==> src/rtl/uart_pkg.sv <==
// rtl/uart_pkg.sv - shared UART definitions: data width, FSM states, bit-period helper
package uart_pkg;

    localparam int UART_DATA_BITS = 8;

    typedef enum logic [1:0] {
        IDLE  = 2'd0,
        START = 2'd1,
        DATA  = 2'd2,
        STOP  = 2'd3
    } uart_state_t;

    // Clock cycles per serial bit
    function automatic int calc_period(input int clock_freq_hz, input int baud_rate);
        return clock_freq_hz / baud_rate;
    endfunction

endpackage

==> src/rtl/byte_fifo.sv <==
// rtl/byte_fifo.sv - synchronous FIFO with count-based full/empty
module byte_fifo #(
    parameter int WIDTH = 8,
    parameter int DEPTH = 4
) (
    input  logic             clk,
    input  logic             reset_n,
    input  logic             wr_en,
    input  logic [WIDTH-1:0] wr_data,
    input  logic             rd_en,
    output logic [WIDTH-1:0] rd_data,
    output logic             full,
    output logic             empty
);

    localparam int PW = $clog2(DEPTH);
    localparam logic [PW:0] COUNT_FULL = (PW + 1)'(DEPTH);

    logic [WIDTH-1:0] mem [DEPTH];
    logic [PW-1:0]    wr_ptr;
    logic [PW-1:0]    rd_ptr;
    logic [PW:0]      count;
    logic [PW:0]      count_d;
    logic             wr_ok;
    logic             rd_ok;

    // full is the registered flag, so a write against a full FIFO is refused even when a pop
    // happens in the same cycle
    assign wr_ok   = wr_en & ~full;
    assign rd_ok   = rd_en & ~empty;
    assign empty   = (count == '0);
    assign rd_data = mem[rd_ptr];

    // Next occupancy from the accepted write and pop
    always_comb begin
        count_d = count;
        case ({wr_ok, rd_ok})
            2'b10:   count_d = count + (PW + 1)'(1);
            2'b01:   count_d = count - (PW + 1)'(1);
            default: count_d = count;
        endcase
    end

    // Pointers, occupancy and full flag
    always_ff @(posedge clk) begin
        if (!reset_n) begin
            wr_ptr <= '0;
            rd_ptr <= '0;
            count  <= '0;
            full   <= 1'b0;
        end else begin
            if (wr_ok) wr_ptr <= wr_ptr + PW'(1);
            if (rd_ok) rd_ptr <= rd_ptr + PW'(1);
            count <= count_d;
            full  <= (count_d == COUNT_FULL);
        end
    end

    // Storage array; contents are don't-care while empty, so it needs no reset
    always_ff @(posedge clk) begin
        if (wr_ok) mem[wr_ptr] <= wr_data;
    end

endmodule

==> src/rtl/uart_tx.sv <==
// rtl/uart_tx.sv - 8N1 UART transmitter with a small byte FIFO ahead of the shifter
module uart_tx
    import uart_pkg::*;
#(
    parameter int PERIOD     = calc_period(12_000_000, 9600),
    parameter int FIFO_DEPTH = 4
) (
    input  logic       clk,
    input  logic       reset_n,
    input  logic [7:0] in_byte,
    input  logic       latch,
    output logic       full,
    output logic       overflow,
    output logic       busy,
    output logic       TX
);

    localparam int                CW       = (PERIOD > 1) ? $clog2(PERIOD) : 1;
    localparam logic [CW-1:0]     CNT_LOAD = CW'(PERIOD - 1);
    localparam logic [2:0]        LAST_IDX = 3'(UART_DATA_BITS - 1);

    uart_state_t                  state_q, state_d;
    logic [CW-1:0]                cnt_q, cnt_d;
    logic [2:0]                   idx_q, idx_d;
    logic [UART_DATA_BITS-1:0]    shift_q, shift_d;
    logic                         tx_d;
    logic                         busy_d;
    logic                         pop;
    logic                         fifo_empty;
    logic [UART_DATA_BITS-1:0]    fifo_head;

    byte_fifo #(
        .WIDTH (UART_DATA_BITS),
        .DEPTH (FIFO_DEPTH)
    ) u_fifo (
        .clk     (clk),
        .reset_n (reset_n),
        .wr_en   (latch),
        .wr_data (in_byte),
        .rd_en   (pop),
        .rd_data (fifo_head),
        .full    (full),
        .empty   (fifo_empty)
    );

    // Next state, counters, shifter and pop; TX and busy follow the current state one cycle later
    always_comb begin
        state_d = state_q;
        cnt_d   = cnt_q;
        idx_d   = idx_q;
        shift_d = shift_q;
        pop     = 1'b0;
        if (cnt_q != '0) cnt_d = cnt_q - CW'(1);
        case (state_q)
            IDLE: begin
                if (!fifo_empty) begin
                    pop     = 1'b1;
                    shift_d = fifo_head;
                    cnt_d   = CNT_LOAD;
                    state_d = START;
                end
            end
            START: begin
                if (cnt_q == '0) begin
                    cnt_d   = CNT_LOAD;
                    idx_d   = '0;
                    state_d = DATA;
                end
            end
            DATA: begin
                if (cnt_q == '0) begin
                    shift_d = shift_q >> 1;
                    cnt_d   = CNT_LOAD;
                    if (idx_q == LAST_IDX) begin
                        state_d = STOP;
                    end else begin
                        idx_d = idx_q + 3'd1;
                    end
                end
            end
            STOP: begin
                if (cnt_q == '0) begin
                    if (!fifo_empty) begin
                        pop     = 1'b1;
                        shift_d = fifo_head;
                        cnt_d   = CNT_LOAD;
                        state_d = START;
                    end else begin
                        state_d = IDLE;
                    end
                end
            end
            default: state_d = IDLE;
        endcase

        case (state_q)
            START:   tx_d = 1'b0;
            DATA:    tx_d = shift_q[0];
            default: tx_d = 1'b1;
        endcase
        busy_d = (state_q != IDLE) | ~fifo_empty;
    end

    // State and output registers; reset aborts any frame and parks the line high
    always_ff @(posedge clk) begin
        if (!reset_n) begin
            state_q  <= IDLE;
            cnt_q    <= '0;
            idx_q    <= '0;
            shift_q  <= '0;
            TX       <= 1'b1;
            busy     <= 1'b0;
            overflow <= 1'b0;
        end else begin
            state_q  <= state_d;
            cnt_q    <= cnt_d;
            idx_q    <= idx_d;
            shift_q  <= shift_d;
            TX       <= tx_d;
            busy     <= busy_d;
            overflow <= latch & full;
        end
    end

endmodule
==> config.mk <==
export PLATFORM = sky130hd
export DESIGN_NAME = uart_tx
export DESIGN_NICKNAME = d
export VERILOG_FILES = /design/src/rtl/uart_pkg.sv /design/src/rtl/byte_fifo.sv /design/src/rtl/uart_tx.sv
export SDC_FILE = /design/constraint.sdc
export NUM_CORES = 1
export LEC_CHECK = 0
export ABC_AREA = 1
export BUFFER_PORTS_ARGS = -buffer_cell sky130_fd_sc_hd__buf_2
export CORE_MARGIN = 2
export CORE_UTILIZATION = 60
export CTS_CLUSTER_DIAMETER = 80
export DETAILED_ROUTE_END_ITERATION = 16
export GPL_TIMING_DRIVEN = 0
export PLACE_DENSITY = 0.75
export SLEW_MARGIN = 20
export SYNTH_ARGS = -nofsm -noshare
export SYNTH_HDL_FRONTEND = slang
export SYNTH_SLANG_ARGS = --single-unit
==> constraint.sdc <==
create_clock -name clk -period 3.15 [get_ports clk]
set_input_delay 0.315 -clock clk [delete_from_list [all_inputs] [get_ports clk]]
set_output_delay 0.315 -clock clk [all_outputs]
set_load 0.03 [all_outputs]
# --- Word-level counts from Yosys, hierarchy flattened ---
# Memory sizes are Yosys's and may differ from the RTL's. A register that Yosys moved wholly into a read port is not among the register bits.
# Cells that the tools add are included.
totals:
  out_inout_bits: 4
  wordCells: 77
  ff_bits: 35
  memories: 1
  ram_bits: 32
  inputBits: 11
mem_list:
  columns: ["name", "depth", "word_bits", "rd", "rd_clocked_by_memory_dff", "wr", "line", "text"]
  rows:
  - ["u_fifo.mem", 4, 8, 1, 1, 1, "byte_fifo.sv:19", "logic [WIDTH-1:0] mem [DEPTH];"]
op_classes:
  add_sub_neg: 6
  bitwise: 6
  n_mux: 29
  eq_ne: 13
  n_reduce_logical: 11
ops:
  columns: ["op", "n"]
  rows:
  - ["11-bit 2-to-1 mux", 4]
  - ["11-bit case mux with 3 select lines", 1]
  - ["8-bit 2-to-1 mux", 3]
  - ["8-bit case mux with 3 select lines", 1]
  - ["2-bit 2-to-1 mux", 7]
  - ["2-bit != test, second input constant", 6]
  - ["3-bit case mux with 2 select lines", 2]
  - ["11-bit zero test", 1]
  - ["11-bit nonzero test", 1]
  - ["11-bit by 1-bit subtractor with 11-bit output, second input constant", 1]
  - ["3-bit 2-to-1 mux", 3]
  - ["2-bit case mux with 4 select lines", 1]
  - ["3-bit by 1-bit adder with 3-bit output, second input constant", 2]
  - ["2-bit equality test, second input constant", 3]
  - ["3-bit equality test, second input constant", 2]
  - ["1-bit 2-to-1 mux", 5]
  - ["5-bit AND reduction", 1]
  - ["2-bit by 1-bit adder with 2-bit output, second input constant", 2]
  - ["2-bit by 1-bit equality test with 1-bit output, second input constant", 2]
  - ["1-bit case mux with 2 select lines", 2]
  - ["4-bit AND reduction", 1]
  - ["2-bit nonzero test", 2]
  - ["1-bit AND", 3]
  - ["3-bit zero test", 1]
  - ["7 further kinds", 8]

# --- Depth between registers and ports, before layout ---
# Gate-level depths: netlist (run 1).
logic_depth:
  word_depth: 8
  mapped_depth: 16
  ltp_nobuf: 16

# --- By module ---
# Synthesis (run 1) repeated with hierarchy kept, for this count alone.
unflattened:
  hier_cells: 379
  hier_area_um2: 3334.4
modules_own_cells:
  columns: ["module", "cells_per_inst", "area_per_inst_um2", "n_inst", "seq_area_each_um2"]
  rows:
  - ["byte_fifo", 145, 1700.4, 1, 1161.1]
  - ["uart_tx", 234, 1634.1, 1, 540.5]

# --- Least setup slack after synthesis (run 1) ---
# No wires, ideal clock.
synth_path:
  path_kind: "reg2reg"
  startpoint: "reg cnt_q[0]"
  endpoint: "reg u_fifo.full"
  required_time_ps: 3090
  setup_slack_ps: 917
  path_stages_with_launch: 17
  synth_period_minus_slack_ps: 2233
  t_arrival_ps: 2174
  setup_time_ps: 60
  cell_sequence: "dfxtp_1 inv_1 ha_1 nand2_1 nor2_2 nand2_4 o21bai_2 nand2_2 clkinv_2 ha_1 fa_1 nor2_1 nor2_1 nand2_1 o21ai_0 a21oi_1 and3_1"
synth_via:
  elab_chain_len: 7
synth_rtl:
  columns: ["item", "line", "text"]
  rows:
  - ["start: declaration", "uart_tx.sv:23", "logic [CW-1:0] cnt_q, cnt_d;"]
  - ["start signal: assignment", "uart_tx.sv:116", "cnt_q <= cnt_d;"]
  - ["11-bit zero test *", "uart_tx.sv:82", "if (cnt_q == '0) begin"]
  - ["1-bit 2-to-1 mux *", "uart_tx.sv:82", null]
  - ["1-bit case mux with 2 select lines *", "uart_tx.sv:54", "case (state_q)"]
  - ["1-bit AND *", "byte_fifo.sv:30", "assign rd_ok = rd_en & ~empty;"]
  - ["2-bit by 1-bit equality test with 1-bit output or 2-bit equality test (tied branches)", "byte_fifo.sv:37", "case ({wr_ok, rd_ok})"]
  - ["3-bit case mux with 2 select lines *", "byte_fifo.sv:37", null]
  - ["3-bit equality test *", "byte_fifo.sv:55", "full <= (count_d == COUNT_FULL);"]
  - ["end signal: assignment", "byte_fifo.sv:55", null]
  - ["end: declaration", "byte_fifo.sv:12", "output logic full,"]
# Every way passes the cells marked *; elsewhere a longest branch is shown, timed or not.
# A chain may end at the register's enable or synchronous reset.

# --- Worst setup path after layout (run 1) ---
# Ends and elaborated chain as after synthesis.

==> results of run 1 <==
[cell families after synthesis]
| kind of cell | share of synthesized area |
|---|---|
| compound gates | 0.130 |
| xor+xnor | 0.0104 |
| fa+ha+maj | 0.0656 |
| buf+inv | 0.0642 |
| flops | 0.507 |
| mux | 0.00298 |
| simple gates | 0.220 |
[stage by stage]
stage	std cells	hold WS, ps	util	total power (µW)
finish	501	170	0.689	3840
floorplan	399	414	-	2610
global placement	485	433	0.646	2940
global route	501	170	0.689	4170
CTS	501	167	0.689	3840
detailed placement	485	441	0.646	3000
[routing by layer]
layer	track usage	wire, µm	vias up
met2	0.390	3240	51
met1	0.291	2980	1207
li1	-	-	1367
met5	0	0	-
met4	0.121	112	0
met3	0.0534	266	12
[path summary, 6_finish.rpt]
| path | from | to | slack (ps) | cells after the start |
|---|---|---|---|---|
| setup / recovery | cnt_q[0]$_SDFF_PN0_ | u_fifo.full$_SDFF_PN0_ | 610 | 16 |
| hold / removal | in_byte[3] | u_fifo.mem[1][3]$_DFFE_PP_ | 170 | 1 |
| setup reg to reg | cnt_q[0]$_SDFF_PN0_ | u_fifo.full$_SDFF_PN0_ | 610 | 16 |
| hold reg to reg | u_fifo.full$_SDFF_PN0_ | overflow$_SDFF_PN0_ | 450 | 2 |
[cell usage in the layout, fill, tap and decap left out, types with 2 or more instances in the layout]
| master | Yosys | final |
|---|---|---|
| clkbuf_1 | 4 | 4 |
| bufinv_16 | 0 | 2 |
| inv_6 | 0 | 2 |
| nand4_1 | 4 | 4 |
| clkinv_2 | 2 | 2 |
| a21oi_2 | 2 | 2 |
| nand2_4 | 3 | 3 |
| nor2_2 | 4 | 4 |
| dfxtp_1 | 37 | 37 |
| o21ai_1 | 3 | 3 |
| nand2_1 | 68 | 68 |
| clkbuf_8 | 0 | 9 |
| a21oi_1 | 23 | 23 |
| buf_2 | 4 | 18 |
| clkinv_4 | 1 | 3 |
| nand2_2 | 3 | 3 |
| inv_1 | 38 | 38 |
| edfxtp_1 | 32 | 32 |
| nand3_1 | 16 | 16 |
| ha_1 | 16 | 16 |
| nor2_1 | 72 | 72 |
| xor2_1 | 4 | 4 |
| inv_2 | 2 | 2 |
| o21ai_0 | 48 | 48 |
[final cells by class]
cell class,instances,share of cell area
inverters,44,0.0461
repair buffers,14,0.0187
flip-flops and latches,69,0.454
multi-input cells,277,0.384
clock buffers,9,0.0331
clock inverters,7,0.0284
plain buffers,9,0.0114
well taps,72,0.0241
[flip-flops by register name, indices dropped and copies added, names as in the netlist, named ones only]
name / cells
u_fifo.wr_ptr: 2
idx_q: 3
u_fifo.full: 1
cnt_q: 11
u_fifo.rd_ptr: 2
u_fifo.count: 3
state_q: 2
busy: 1
overflow: 1
TX: 1
shift_q: 8
u_fifo.mem: 32
[power by group through the flow]
| stage | logic, µW | clock network (µW) | registers, µW |
|---|---|---|---|
| detailed placement | 1750 | 0 | 1260 |
| global route | 2040 | 872 | 1260 |
| finish | 1770 | 829 | 1240 |
| floorplan | 1350 | 0 | 1260 |
| global placement | 1690 | 0 | 1250 |
| CTS | 1760 | 838 | 1240 |
[worst max-delay path, cell delays in order, from the launching register on]
cell,delay [ps]
dfxtp_1,360
inv_1,80
ha_1,230
nand2_1,100
nor2_2,60
nand2_4,150
o21bai_2,90
nand2_2,80
clkinv_2,70
ha_1,220
fa_1,390
nor2_1,120
nor2_1,50
nand2_1,70
o21ai_0,70
a21oi_1,150
and3_1,180
==> impl_metrics.env, run 1 <==
export IMPL_outcome="finished clean"
export IMPL_synthesis_nets=427
export IMPL_insertion_delay_ps=350
export IMPL_seqPwrFrac=0.322
export IMPL_yosys_top_cells_area="edfxtp_1, dfxtp_1, nor2_1"
export IMPL_antenna_cells=0
export IMPL_initial_core_util=0.617
export IMPL_cap_violations=0
export IMPL_antenna_left=0
export IMPL_worst_pin_slew_ps=816
export IMPL_fin_crit_sh=0.806
export IMPL_period_minus_slack_ps=2540
export IMPL_p_per_area_mw_per_mm2=1020
export IMPL_viasPerCell=5.26
export IMPL_num_vias=2637
export IMPL_drc=0
export IMPL_dp_hpwl_mm=4.65
export IMPL_p_clk_frac=0.216
export IMPL_regArea_mm2=0.00170
export IMPL_internal_power_uw=2180
export IMPL_overflow=0
export IMPL_hold_violations=0
export IMPL_yosysMostFrequentCell="nor2_1"
export IMPL_synth_warnings=0
export IMPL_async_flop_share=0
export IMPL_ys_ff_latch=69
export IMPL_wl_mm=6.60
export IMPL_cts_max_level=3
export IMPL_synth_edff_count=32
export IMPL_cts_tree="yes"
export IMPL_postCtsSetupBuffers=0
export IMPL_rows=27
export IMPL_ir_worst_vdd_v=0.000559
export IMPL_routedWlPerCell_um=13.2
export IMPL_clock_sinks=69
export IMPL_nFillCells=447
export IMPL_cts_root_buffer="clkbuf_8"
export IMPL_ctsHoldBuffers=0
export IMPL_antenna_found_initial=0
export IMPL_final_area_mm2=0.00374
export IMPL_drtIter0Drc=208
export IMPL_finalWorstSetupSlack_ps=611
export IMPL_skew_ps=9.88
export IMPL_die_w_um=78.8
export IMPL_required_ps=3440
export IMPL_ys_flop_type="dfxtp_1"
export IMPL_rsz0062_at_grt="false"
export IMPL_grt_first_pass_wirelength_mm=11.3
export IMPL_combPwrFrac=0.462
export IMPL_io_pins=15
export IMPL_maxSlewHeadroom=0.454
export IMPL_tns_ps=0
export IMPL_cts_resized_gates=0
export IMPL_drv_slew=0
export IMPL_dpl_instance_area_mm2=0.00351
export IMPL_gr_usage_all_layers=0.236
export IMPL_nets=452
export IMPL_synth_area_leader_cell="edfxtp_1"
export IMPL_io_buffers=14
export IMPL_crit_type="flop to flop"
export IMPL_synth_top_area_frac=0.286
export IMPL_dieArea_mm2=0.00620
export IMPL_gp_congestion=0.839
export IMPL_preCtsSetupSlack_ps=653
export IMPL_multi_input_area_mm2=0.00144
export IMPL_syn_area_mm2=0.00335
export IMPL_area_growth_pct=11.6
export IMPL_leakagePower_uw=0.00163
export IMPL_finalSetupViolCount=0
export IMPL_switching_share=0.432
export IMPL_worstSetupStartpointType="flop"
export IMPL_grt_max_degree=15
export IMPL_synth_commonest_cells="nor2_1, nand2_1, o21ai_0"
export IMPL_clock_path_buffers=2
export IMPL_switchingPower_uw=1660
export IMPL_final_layout_size_suffix_gt1_frac=0.126
export IMPL_clkSlewWorstSetupHoldPaths_ps=80
export IMPL_synthCells=399
export IMPL_cts_made_buffers=9
export IMPL_die_h_um=78.8
export IMPL_fmax_mhz=394
export IMPL_hold_class="primary input to flop"
export IMPL_end_kind="flop"
export IMPL_cp_arrival_ps=2830
export IMPL_worst_path_max_fanout=9
export IMPL_core_area_mm2=0.00544
export IMPL_synth_seq_area_share=0.507
export IMPL_firstDrtPassIters=4
export IMPL_synth_cell_types=34
export IMPL_grt_pass1_vias=2504
export IMPL_synth_avg_cell_area_um2=8.41
Note: power is estimated with default switching activity, not from simulation.
==> run 2, diff against run 1 <==
--- a/config.mk
+++ b/config.mk
@@ -8,11 +8,11 @@
 export ABC_AREA = 1
 export BUFFER_PORTS_ARGS = -buffer_cell sky130_fd_sc_hd__buf_2
 export CORE_MARGIN = 2
-export CORE_UTILIZATION = 60
+export CORE_UTILIZATION = 55
 export CTS_CLUSTER_DIAMETER = 80
 export DETAILED_ROUTE_END_ITERATION = 16
 export GPL_TIMING_DRIVEN = 0
-export PLACE_DENSITY = 0.75
+export PLACE_DENSITY = 0.72
 export SLEW_MARGIN = 20
 export SYNTH_ARGS = -nofsm -noshare
 export SYNTH_HDL_FRONTEND = slang
==> constraint.sdc (replaced) <==
create_clock -name clk -period 2.3 [get_ports clk]
set_input_delay 0.23 -clock clk [delete_from_list [all_inputs] [get_ports clk]]
set_output_delay 0.23 -clock clk [all_outputs]
set_load 0.03 [all_outputs]
==> impl_metrics.env, run 2 (synthesized netlist as in run 1, its figures left out) <==
export IMPL_path_cells="inv_1 -> ha_4 -> nor2_1 -> nand2_2 -> inv_4 -> ha_4 -> fa_2 -> nor2_1 -> nor2_1 -> nand2_1 -> o21ai_2 -> a21oi_2 -> and3_4"
export IMPL_end_kind="flop"
export IMPL_cts_made_buffers=9
export IMPL_maxSlewHeadroom=0.459
export IMPL_hold_violations=0
export IMPL_antenna_found_initial=0
export IMPL_final_cell_count_no_fill=511
export IMPL_switchingPower_uw=2380
export IMPL_fin_crit_sh=0.952
export IMPL_skew_ps=10.7
export IMPL_gp_congestion=0.851
export IMPL_cts_max_level=3
export IMPL_seqPwrFrac=0.313
export IMPL_firstDrtPassIters=5
export IMPL_worst_pin_slew_ps=808
export IMPL_antenna_left=0
export IMPL_clkSlewWorstSetupHoldPaths_ps=80
export IMPL_period_minus_slack_ps=2190
export IMPL_slowest_stage="dfxtp_4"
export IMPL_cap_violations=0
export IMPL_cpLargestDelayFamily="adder cells"
export IMPL_cp_num_buf_inv=2
export IMPL_switching_share=0.436
export IMPL_io_buffers=14
export IMPL_drtIter0Drc=231
export IMPL_final_core_util=0.654
export IMPL_finalSetupViolCount=0
export IMPL_combPwrFrac=0.496
export IMPL_r2r_cells=13
export IMPL_dp_cells=488
export IMPL_leakagePower_uw=0.00166
export IMPL_rows=28
export IMPL_drv_slew=0
export IMPL_final_cell_mix="nor2_1, nand2_1, o21ai_0"
export IMPL_grt_max_degree=15
export IMPL_nets=459
export IMPL_fmax_mhz=457
export IMPL_outcome="finished clean"
export IMPL_regMostFlops="u_fifo.mem"
export IMPL_num_vias=2711
export IMPL_cts_root_buffer="clkbuf_8"
export IMPL_gr_usage_all_layers=0.226
export IMPL_worst_path_max_fanout=6
export IMPL_drc=0
export IMPL_io_pins=15
export IMPL_largest_reg_flops=32
export IMPL_die_h_um=82.1
export IMPL_hold_class="primary input to flop"
export IMPL_crit_top_cell="nor2_1"
export IMPL_overflow=0
export IMPL_die_w_um=82.1
export IMPL_grt_first_pass_wirelength_mm=11.3
export IMPL_initial_core_util=0.567
export IMPL_worstSetupStartpointType="flop"
export IMPL_finalWorstSetupSlack_ps=111
export IMPL_dieArea_mm2=0.00674
export IMPL_viasPerCell=5.31
export IMPL_required_ps=2600
export IMPL_p_clk_frac=0.191
export IMPL_slowest_delay_ps=380
export IMPL_routedWlPerCell_um=13.5
export IMPL_area_growth_pct=15.5
export IMPL_insertion_delay_ps=360
export IMPL_clock_sinks=69
export IMPL_cts_tree="yes"
export IMPL_dp_hpwl_mm=4.70
export IMPL_core_area_mm2=0.00592
export IMPL_wl_mm=6.90
export IMPL_internal_power_uw=3090
export IMPL_path_depth=13
export IMPL_holdPathStages=1
export IMPL_grt_pass1_vias=2389
export IMPL_final_common_cell="nor2_1"
export IMPL_final_layout_size_suffix_gt1_frac=0.190
export IMPL_antenna_cells=0
export IMPL_preCtsSetupSlack_ps=-253
export IMPL_crit_type="flop to flop"
export IMPL_clock_path_buffers=2
export IMPL_ctsHoldBuffers=0
export IMPL_ir_worst_vdd_v=0.000815
export IMPL_reg_largest_list="u_fifo.mem (32), cnt_q (11), shift_q (8)"
export IMPL_cp_arrival_ps=2480
export IMPL_p_per_area_mw_per_mm2=1410
## run 2: timing repair
item / 4_1_cts / 5_1_grt
setup buffers: 2 / 5
pin swaps: 2 / 8
setup endpoints to repair: 2 / 3
gates resized for setup: 8 / 24
## run 2: final timing paths
kind	start	to	slack (ps)
setup reg to reg	state_q[0]$_SDFFE_PN0P_	u_fifo.full$_SDFF_PN0_	110
hold reg to reg	u_fifo.full$_SDFF_PN0_	overflow$_SDFF_PN0_	450
hold / removal	in_byte[2]	u_fifo.mem[0][2]$_DFFE_PP_	90
setup / recovery	state_q[0]$_SDFFE_PN0P_	u_fifo.full$_SDFF_PN0_	110
## run 2: worst reg2reg max path, cell delays in order (launching register included)
cell,delay [ps]
dfxtp_4,380
inv_1,100
ha_4,300
nor2_1,60
nand2_2,100
inv_4,50
ha_4,160
fa_2,350
nor2_1,90
nor2_1,40
nand2_1,110
o21ai_2,80
a21oi_2,130
and3_4,190
## run 2: final cells by class
cell class / instances / area [µm²]
sequential: 69 / 1710
clock buffer: 9 / 124
multi-input combinational: 277 / 1510
buffer: 9 / 48.8
timing repair buffer: 21 / 123
inverter: 44 / 174
clock inverter: 7 / 83.8
fill: 485 / 2050
tap: 75 / 93.8
## run 2: metrics by stage
stage               setup TNS [ps]  power, µW  instance area (µm²)  hold slack, ps
floorplan                        0       3580                 3350             329
global placement              -167       4040                 3520             434
detailed placement            -350       4110                 3520             439
CTS                              0       5220                 3760            77.0
global route                 -18.8       5940                 3870            75.0
finish                           0       5470                 3870            85.3
## run 2: layer usage
| layer | wire (µm) | part of all wire | global-route usage |
|---|---|---|---|
| met2 | 3240 | 0.47 | 0.349 |
| met1 | 3280 | 0.48 | 0.311 |
| met4 | 75 | 0.011 | 0.0750 |
| met5 | 0 | 0 | 0 |
| met3 | 303 | 0.044 | 0.0587 |
## run 2: power by group through the flow
| stage | combinational, µW | sequential (µW) | clock [µW] |
|---|---|---|---|
| detailed placement | 2390 | 1720 | 0 |
| global placement | 2320 | 1720 | 0 |
| global route | 3090 | 1750 | 1100 |
| finish | 2710 | 1710 | 1050 |
| CTS | 2470 | 1700 | 1050 |
| floorplan | 1850 | 1730 | 0 |
